`src/rtl/image_feeder_if.sv`:
```
// Frame-memory read port and pixel stream of the image feeder.
// The master side is the feeder itself; the slave side is the memory plus
// the line-buffer controller pixel input.
interface image_feeder_if #(
  parameter int ADDR_W = 18
);
  logic              o_mem_rd;
  logic [ADDR_W-1:0] o_mem_addr;
  logic [7:0]        i_mem_data;
  logic [7:0]        o_pixel_data;
  logic              o_pixel_data_valid;

  modport master (
    output o_mem_rd,
    output o_mem_addr,
    input  i_mem_data,
    output o_pixel_data,
    output o_pixel_data_valid
  );

  modport slave (
    input  o_mem_rd,
    input  o_mem_addr,
    output i_mem_data,
    input  o_pixel_data,
    input  o_pixel_data_valid
  );
endinterface

```
`src/rtl/image_feeder.sv`:
```
// Raster-order pixel source for the line-buffer front end.
// Reads one frame from a synchronous memory and streams it out, releasing
// lines against a credit counter that is primed at frame start and topped up
// by one credit per line-consumed interrupt from the line-buffer controller.
module image_feeder #(
  parameter int IMG_WIDTH   = 480,
  parameter int IMG_HEIGHT  = 480,
  parameter int PRIME_LINES = 6,
  parameter int MAX_CREDITS = 7,
  parameter int ADDR_W      = 18
) (
  input  logic          i_clk,
  input  logic          i_rst_n,
  input  logic          i_start,
  output logic          o_busy,
  input  logic          i_intr,
  output logic          o_frame_done,
  output logic          o_credit_err,
  image_feeder_if.master bus
);

  localparam int COL_W  = (IMG_WIDTH  > 1) ? $clog2(IMG_WIDTH)  : 1;
  localparam int LINE_W = (IMG_HEIGHT > 1) ? $clog2(IMG_HEIGHT) : 1;

  localparam logic [COL_W-1:0]  COL_LAST   = COL_W'(IMG_WIDTH - 1);
  localparam logic [LINE_W-1:0] LINE_LAST  = LINE_W'(IMG_HEIGHT - 1);
  localparam logic [2:0]        CRED_PRIME = 3'(PRIME_LINES);
  localparam logic [2:0]        CRED_MAX   = 3'(MAX_CREDITS);

  typedef enum logic [1:0] {
    IDLE,
    LINE,
    WAIT_CREDIT,
    FLUSH
  } state_t;

  state_t            state;
  logic [2:0]        credits;
  logic [COL_W-1:0]  col;
  logic [LINE_W-1:0] line;
  logic              vld_p0;

  logic              line_start;
  logic              intr_ok;
  logic              credit_sat;
  logic [2:0]        credits_nxt;

  // Saturating credit update; an interrupt that coincides with a line-start
  // consumption cancels it, so the count is left as is.
  function automatic logic [2:0] credit_update(input logic [2:0] c,
                                               input logic       inc,
                                               input logic       dec);
    logic [2:0] r;
    r = c;
    if (inc && !dec) begin
      if (c != CRED_MAX) r = c + 3'd1;
    end else if (dec && !inc) begin
      r = c - 3'd1;
    end
    return r;
  endfunction

  // Credit bookkeeping for the current cycle.
  always_comb begin
    line_start  = (state == LINE) && (col == '0);
    intr_ok     = i_intr && (state != IDLE);
    credit_sat  = intr_ok && !line_start && (credits == CRED_MAX);
    credits_nxt = credit_update(credits, intr_ok, line_start);
  end

  // Control FSM: read sequencing, credit counter, busy/done/error flags.
  always_ff @(posedge i_clk or negedge i_rst_n) begin
    if (!i_rst_n) begin
      state          <= IDLE;
      credits        <= '0;
      col            <= '0;
      line           <= '0;
      bus.o_mem_rd   <= 1'b0;
      bus.o_mem_addr <= '0;
      o_busy         <= 1'b0;
      o_frame_done   <= 1'b0;
      o_credit_err   <= 1'b0;
    end else begin
      o_frame_done <= 1'b0;
      if (state != IDLE) credits <= credits_nxt;
      if (credit_sat) o_credit_err <= 1'b1;
      case (state)
        IDLE: begin
          if (i_start) begin
            credits        <= CRED_PRIME;
            bus.o_mem_addr <= '0;
            col            <= '0;
            line           <= '0;
            o_credit_err   <= 1'b0;
            o_busy         <= 1'b1;
            bus.o_mem_rd   <= 1'b1;
            state          <= LINE;
          end
        end
        LINE: begin
          bus.o_mem_addr <= bus.o_mem_addr + ADDR_W'(1);
          if (col != COL_LAST) begin
            col <= col + COL_W'(1);
          end else begin
            col <= '0;
            if (line == LINE_LAST) begin
              bus.o_mem_rd <= 1'b0;
              state        <= FLUSH;
            end else begin
              line <= line + LINE_W'(1);
              if (credits_nxt == '0) begin
                bus.o_mem_rd <= 1'b0;
                state        <= WAIT_CREDIT;
              end
            end
          end
        end
        WAIT_CREDIT: begin
          if (credits_nxt != '0) begin
            bus.o_mem_rd <= 1'b1;
            state        <= LINE;
          end
        end
        FLUSH: begin
          // Last pixel is on the output and nothing is left behind it.
          if (!vld_p0 && bus.o_pixel_data_valid) begin
            o_frame_done <= 1'b1;
            o_busy       <= 1'b0;
            state        <= IDLE;
          end
        end
        default: state <= IDLE;
      endcase
    end
  end

  // Read-return pipeline: p0 marks memory data arriving, p1 is the output.
  always_ff @(posedge i_clk or negedge i_rst_n) begin
    if (!i_rst_n) begin
      vld_p0                 <= 1'b0;
      bus.o_pixel_data_valid <= 1'b0;
      bus.o_pixel_data       <= '0;
    end else begin
      vld_p0                 <= bus.o_mem_rd;
      bus.o_pixel_data_valid <= vld_p0;
      if (vld_p0) bus.o_pixel_data <= bus.i_mem_data;
    end
  end

endmodule

```
`src/flat_wrapper.sv`:
```
// flat-port wrapper written by rule: the top's interface ports become plain ports
module image_feeder_flat 
#(
  parameter int IMG_WIDTH   = 480,
  parameter int IMG_HEIGHT  = 480,
  parameter int PRIME_LINES = 6,
  parameter int MAX_CREDITS = 7,
  parameter int ADDR_W      = 18
)
  (i_clk, i_rst_n, i_start, o_busy, i_intr, o_frame_done, o_credit_err, bus_o_mem_rd, bus_o_mem_addr, bus_i_mem_data, bus_o_pixel_data, bus_o_pixel_data_valid);
  image_feeder_if #(.ADDR_W(ADDR_W)) bus_i ();
  input  logic i_clk;
  input  logic i_rst_n;
  input  logic i_start;
  output logic o_busy;
  input  logic i_intr;
  output logic o_frame_done;
  output logic o_credit_err;
  output wire logic [$bits(bus_i.o_mem_rd)-1:0] bus_o_mem_rd;
  output wire logic [$bits(bus_i.o_mem_addr)-1:0] bus_o_mem_addr;
  input wire logic [$bits(bus_i.i_mem_data)-1:0] bus_i_mem_data;
  output wire logic [$bits(bus_i.o_pixel_data)-1:0] bus_o_pixel_data;
  output wire logic [$bits(bus_i.o_pixel_data_valid)-1:0] bus_o_pixel_data_valid;
  assign bus_o_mem_rd = bus_i.o_mem_rd;
  assign bus_o_mem_addr = bus_i.o_mem_addr;
  assign bus_i.i_mem_data = bus_i_mem_data;
  assign bus_o_pixel_data = bus_i.o_pixel_data;
  assign bus_o_pixel_data_valid = bus_i.o_pixel_data_valid;
  image_feeder #(.IMG_WIDTH(IMG_WIDTH), .IMG_HEIGHT(IMG_HEIGHT), .PRIME_LINES(PRIME_LINES), .MAX_CREDITS(MAX_CREDITS), .ADDR_W(ADDR_W)) u_core (.i_clk(i_clk), .i_rst_n(i_rst_n), .i_start(i_start), .o_busy(o_busy), .i_intr(i_intr), .o_frame_done(o_frame_done), .o_credit_err(o_credit_err), .bus(bus_i));
endmodule
```
`config.mk`:
```
export PLATFORM = sky130hd
export DESIGN_NAME = image_feeder_flat
export DESIGN_NICKNAME = d
export VERILOG_FILES = /design/src/rtl/image_feeder_if.sv /design/src/rtl/image_feeder.sv /design/src/flat_wrapper.sv
export SDC_FILE = /design/constraint.sdc
export NUM_CORES = 1
export LEC_CHECK = 0
export BUFFER_PORTS_ARGS = -buffer_cell sky130_fd_sc_hd__buf_4
export CORE_MARGIN = 2
export CORE_UTILIZATION = 40
export CTS_BUF_LIST = sky130_fd_sc_hd__clkbuf_8 sky130_fd_sc_hd__clkbuf_16
export DETAILED_ROUTE_END_ITERATION = 12
export GPL_ROUTABILITY_DRIVEN = 1
export SLEW_MARGIN = 10
export SYNTH_ARGS = -nofsm -noshare
export SYNTH_HDL_FRONTEND = slang
export SYNTH_SLANG_ARGS = --single-unit
```
`constraint.sdc`:
```
create_clock -name i_clk -period 3.4 [get_ports i_clk]
set_input_delay 0.34 -clock i_clk [delete_from_list [all_inputs] [get_ports i_clk]]
set_output_delay 0.34 -clock i_clk [all_outputs]
set_load 0.05 [all_outputs]
```
==> results of run 1 <==
layer usage:
| metal | share of wire | wire (µm) | vias to the layer above |
|---|---|---|---|
| li1 | - | - | 1165 |
| met1 | 0.49 | 3080 | 1121 |
| met2 | 0.46 | 2860 | 57 |
| met3 | 0.046 | 289 | 2 |
| met4 | 0.0062 | 39 | 0 |
| met5 | 0 | 0 | - |
synthesized netlist by cell type (2+ instances only):
master,instances,area share
o21ai_1,3,0.0053
dfrtp_1,55,0.49
nor2_1,29,0.038
a31oi_1,4,0.0088
and3_1,8,0.018
mux2_2,10,0.040
o21ai_0,38,0.067
inv_1,6,0.0079
nor2b_1,3,0.0066
nand4_1,10,0.022
and2_1,2,0.0044
mux2i_1,4,0.014
clkbuf_1,9,0.012
nor3_1,8,0.014
nand2_1,29,0.038
a22o_1,3,0.0093
ha_1,6,0.026
or3_1,2,0.0044
nand3_1,13,0.023
nor4_1,5,0.011
o211ai_1,4,0.011
buf_2,2,0.0035
o41ai_1,3,0.0093
o31ai_1,6,0.016
xnor2_1,9,0.028
a21oi_1,6,0.011
flip-flops by register name, summed over array words and instances, names as in the netlist, 2 cells and up:
| signal | flops |
|---|---|
| u_core.bus.o_pixel_data | 8 |
| u_core.credits | 3 |
| u_core.state | 2 |
| u_core.line | 9 |
| u_core.bus.o_mem_addr | 18 |
| u_core.col | 9 |
worst max-delay path by stage:
stage	from	to	slack, ns	depth (start not counted)
after floorplan	u_core.bus.o_mem_addr[0]	u_core.bus.o_mem_addr[14]	1.33	6
after global placement	u_core.state[0]	u_core.bus.o_mem_rd	1.13	6
after detailed placement	u_core.state[0]	u_core.bus.o_mem_rd	1.03	6
after CTS	u_core.state[0]	u_core.bus.o_mem_rd	1.0	6
after global routing	u_core.state[0]	u_core.bus.o_mem_rd	0.75	6
final	u_core.state[0]	u_core.bus.o_mem_rd	0.96	6
power by group:
part / total, W / leakage (nW) / internal, W / switching (W)
logic: 0.00109 / 0.681 / 0.000383 / 0.000702
registers: 0.000969 / 0.698 / 0.000786 / 0.000183
clock network: 0.000384 / 0.0463 / 0.000152 / 0.000232
total: 0.00244 / 1.43 / 0.00132 / 0.00112
cell families (layout without fill, tap and decap cells):
kind of cell | count (synthesis) | after routing
compound gates | 74 | 74
buf+inv | 17 | 58
mux | 14 | 14
fa+ha+maj | 6 | 6
flops | 55 | 55
xor+xnor | 10 | 10
simple gates | 121 | 121
through the flow:
step | hold slack, ns | setup slack [ns] | instances | utilization
after floorplan | 0.0444 | 1.33 | 297 | -
after global placement | 0.444 | 1.13 | 426 | 0.475
after detailed placement | 0.440 | 1.03 | 426 | 0.475
after CTS | 0.0856 | 0.998 | 434 | 0.489
after global routing | 0.114 | 0.749 | 434 | 0.489
final | 0.0490 | 0.964 | 434 | 0.489
critical path: cells and delay by family (launching register included):
kind | cells | cell delay, ns
compound gates | 4 | 0.94
simple gates | 2 | 0.83
flops | 1 | 0.56
cell type report:
type | count | area (µm²) | area share
well taps | 96 | 120 | 0.0359
inverters | 6 | 22.5 | 0.00674
clock buffers | 5 | 68.8 | 0.0206
multi-input cells | 225 | 1400 | 0.418
clock inverters | 3 | 27.5 | 0.00824
flip-flops and latches | 55 | 1380 | 0.412
repair buffers | 44 | 330 | 0.0988
==> results.cfg, run 1 <==
[global_route]
grt_pass1_vias = 2298
grt_max_degree = 56
antenna_found_initial = 0
gr-usage-met3 = 0.0368
grt_pass1_wl_um = 10800
track_usage = 0.175
grt_overflow = 0
grt.busiest_layer = met2
globalRouteMet2Util = 0.280
grtUsageMet1 = 0.239

[floorplanning]
die_h_um = 88.2
num_rows = 30
dieArea_mm2 = 0.00778
initial_utilization = 0.415
coreArea_mm2 = 0.00683
ioPinCount = 43
die_w_um = 88.2

[clock_tree]
cts_root_buf = clkbuf_8
numCtsBuffers = 5
clock_latency_ns = 0.32
cts_tree = built
htree_num_levels = 2
clk_pin_slew_worst_paths_ns = 0.12
clockBufferDepth = 2
cts_resized = 0
cts_hold_buffers = 0
cts.sinks = 55
post_cts_buffers = 0

[placement]
gp_congestion = 0.802
hpwl_um = 4380
placed_cell_area_mm2 = 0.00325
numPortBuffers = 42

[critical_path]
critPathRequiredTime_ns = 3.60
r2r_setup_slack_ns = 0.96
crit_type = reg -> reg
critical-path-max-stage-delay_ns = 0.56
end_kind = flop
r2r_cells = 6
critPathSlowestCell = dfrtp_1
start_kind = flop
cp_cell_sequence = nor2b_1, nand4_1, a21oi_1, o211ai_1, a211o_1, o311a_1
crit_fanout = 12
reg2reg_from = u_core.state[0]
arrival_ns = 2.64
r2r-end = u_core.bus.o_mem_rd

[pwr]
cellPowerDensity_mw_per_mm2 = 730
vdd_drop_max_mv = 0.311
leakage_nw = 1.43
power_w = 0.00244

[outcome]
status = finished clean

[sta]
rsz0062_at_grt = false
period_needed_ns = 2.44
skew_ns = 0.0168
tightest_slew_ns = 1.03
fin_tns_setup_ns = 0
hold_viol = 0
maxSlewHeadroom = 0.314
final.period_utilization = 0.716
fmax_ghz = 0.410
setup_viol = 0
slew_violations = 0

[route]
totalWireLength_um = 6270
drtPass1Iterations = 4
ant_nets = 0
avgRoutedWirePerCell_um = 14.4
drc_errors = 0
drt_iter0_drc = 139
vias_per_cell = 5.40
num_vias = 2345

[logic_synthesis]
syn_area_per_cell_um2 = 9.55
syn-num-nets = 315
synth_xor_area_frac = 0.0309
ys_seq_area_frac = 0.485
synthCells = 297
synth_top_family_by_area = simple AND/OR/NAND/NOR gates
async_flop_share = 1.00
synth_edf_count = 0
synth-simple-area-share = 0.220
synthAdderAreaFrac = 0.0265
synth.distinct_cells = 46
muxShareOfSynthArea = 0.0538
synth_area_mm2 = 0.00284
yosys_warnings = 0
ys_ff_latch = 55
synthFlopType = dfrtp_1
synth_compound_area_frac = 0.160

[final_layout]
drive_above_1_share = 0.204
area_delta_synth_final_pct = 17.9
final_common_cell = dfrtp_1
nNetsFinal = 355
antenna-diode-count = 0
fin_area_mm2 = 0.00334
mostFrequentLayoutCells = 55 x dfrtp_1, 44 x buf_4, 38 x o21ai_0, 29 x nor2_1, 29 x nand2_1
nFillCells = 696

[job]
maxCapViolCount = 0

[worst_hold_path]
holdCritPathClass = in -> async
No activity file was read; power rests on OpenSTA's default activity.
==> inputs of run 2 (changes only) <==
- clock period: 3.4 -> 2.2 ns (I/O delays scaled with it)
==> run 2 against run 1 <==
  * Global-route usage shrank 0.88 points
  * Sequential power grew 51%
  * Final area grew 7.1%
  * Non-clock buffer count grew 22
  * Hold slack gained 0.075 ns
  * Sequential cell count is the same
  * Sequential share of layout area shrank 2.7 points
  * Clock skew shrank 0.0048 ns
  * Register-to-register slack lost 0.90 ns
  * Clock power grew 58%
  * Critical path depth grew 1
  * Setup slack lost 0.90 ns
  * Critical path type unchanged
  * Highest routed layer unchanged
==> results.cfg, run 2 (same netlist as run 1, synthesis figures left out) <==
[outcome]
status = finished clean

[clock_tree]
numCtsBuffers = 5
clk_pin_slew_worst_paths_ns = 0.11
cts_root_buf = clkbuf_8
cts_tree = built
clock_latency_ns = 0.32
cts.sinks = 55
htree_num_levels = 2
clockBufferDepth = 2

[critical_path]
cp_cell_sequence = ha_4, nand4b_1, or3_4, o21a_4, nor4_4, or3b_1, a21oi_2
end_kind = flop
r2r_cells = 7
arrival_ns = 2.38
critical-path-max-stage-delay_ns = 0.44
critPathSlowestCell = dfrtp_1
critPathRequiredTime_ns = 2.44
crit_fanout = 6
crit_type = reg -> reg
start_kind = flop

[final_layout]
drive_above_1_share = 0.272
final_common_cell = buf_4
fin_area_mm2 = 0.00358
area_delta_synth_final_pct = 26.2
largest_register_ff_count = 18
antenna-diode-count = 0
utilization = 0.524
mostFrequentLayoutCells = 63 x buf_4, 55 x dfrtp_1, 37 x o21ai_0, 29 x nor2_1, 29 x nand2_1
final-seq-area_mm2 = 0.00138
top_regs = u_core.bus.o_mem_addr (18), u_core.col (9), u_core.line (9)
nNetsFinal = 377
nFillCells = 657
multi_input_area_mm2 = 0.00145
top_register = u_core.bus.o_mem_addr

[global_route]
grt_pass1_wl_um = 10300
grt_overflow = 0
grt_pass1_vias = 2240
track_usage = 0.166
antenna_found_initial = 0
grt_max_degree = 56

[route]
drt_iter0_drc = 110
ant_nets = 0
num_vias = 2412
drtPass1Iterations = 4
avgRoutedWirePerCell_um = 13.8
totalWireLength_um = 6270
drc_errors = 0
vias_per_cell = 5.29

[floorplanning]
ioPinCount = 43
initial_utilization = 0.415
coreArea_mm2 = 0.00683
die_h_um = 88.2
num_rows = 30
dieArea_mm2 = 0.00778
die_w_um = 88.2

[sta]
maxSlewHeadroom = 0.532
setup_viol = 0
timing.final.ws_setup_ns = 0.0647
slew_violations = 0
hold_viol = 0
fmax_ghz = 0.468
tightest_slew_ns = 0.702
rsz0062_at_grt = true
period_needed_ns = 2.14
final.period_utilization = 0.971
fin_tns_setup_ns = 0
skew_ns = 0.0120

[pwr]
cellPowerDensity_mw_per_mm2 = 1120
power_w = 0.00401
leakage_nw = 1.55
vdd_drop_max_mv = 0.563

[placement]
hpwl_um = 4400
placed_cell_area_mm2 = 0.00336
pre_cts_ws_ns = 0.0321
gp_congestion = 0.843
numPortBuffers = 42

[job]
maxCapViolCount = 0

[worst_hold_path]
whs_path_depth = 2
holdCritPathClass = in -> reg
==> run 2: final timing paths <==
path / start / to / slack [ns]
worst max-delay path: u_core.col[0] / u_core.line[8] / 0.06
min in group asynchronous: i_rst_n / u_core.bus.o_mem_addr[10] / 0.48
worst max register to register: u_core.col[0] / u_core.line[8] / 0.06
max in group asynchronous: i_rst_n / u_core.line[4] / 1.25
worst min register to register: u_core.bus.o_mem_rd / u_core.vld_p0 / 0.48
worst min-delay path: bus_i_mem_data[7] / u_core.bus.o_pixel_data[7] / 0.12
==> run 2: where the power goes <==
part           total (W)  switching (W)  internal (W)
logic            0.00195        0.00118      0.000771
registers        0.00146       0.000240       0.00122
clock network   0.000605       0.000363      0.000243
total            0.00401        0.00178       0.00223
==> run 2: through the flow <==
step,hold slack [ns],cells
final,0.124,456
after global placement,0.323,440
after floorplan,-0.0756,297
after global routing,0.104,456
after detailed placement,0.315,440
after CTS,0.121,449
==> run 2: area by class of cell <==
type | instances | area share
Clock buffer | 5 | 0.0192
Clock inverter | 3 | 0.00874
Inverter | 6 | 0.00629
Multi-Input combinational cell | 225 | 0.404
Sequential cell | 55 | 0.385
Tap cell | 96 | 0.0336
Timing Repair Buffer | 66 | 0.144
==> run 2: what timing repair did <==
action / CTS / global route
hold buffers: 1 / 0
endpoints found under the hold margin: 55 / 0
buffers inserted: 0 / 7
resized for setup: 0 / 11
endpoints found under the setup margin: 0 / 4
==> run 2: routing by layer <==
metal  global-route usage  vias up  share of wire
li1                     -     1201              -
met5                    0        -              0
met3               0.0320        7          0.038
met4               0.0455        0          0.014
met2                0.265       44           0.46
met1                0.233     1160           0.49
==> run 2: worst max-delay path: cells and delay by family (launching register included) <==
kind            cells  cell delay [ns]
simple gates        4             1.08
flops               1             0.44
compound gates      2             0.38
fa+ha+maj           1             0.17
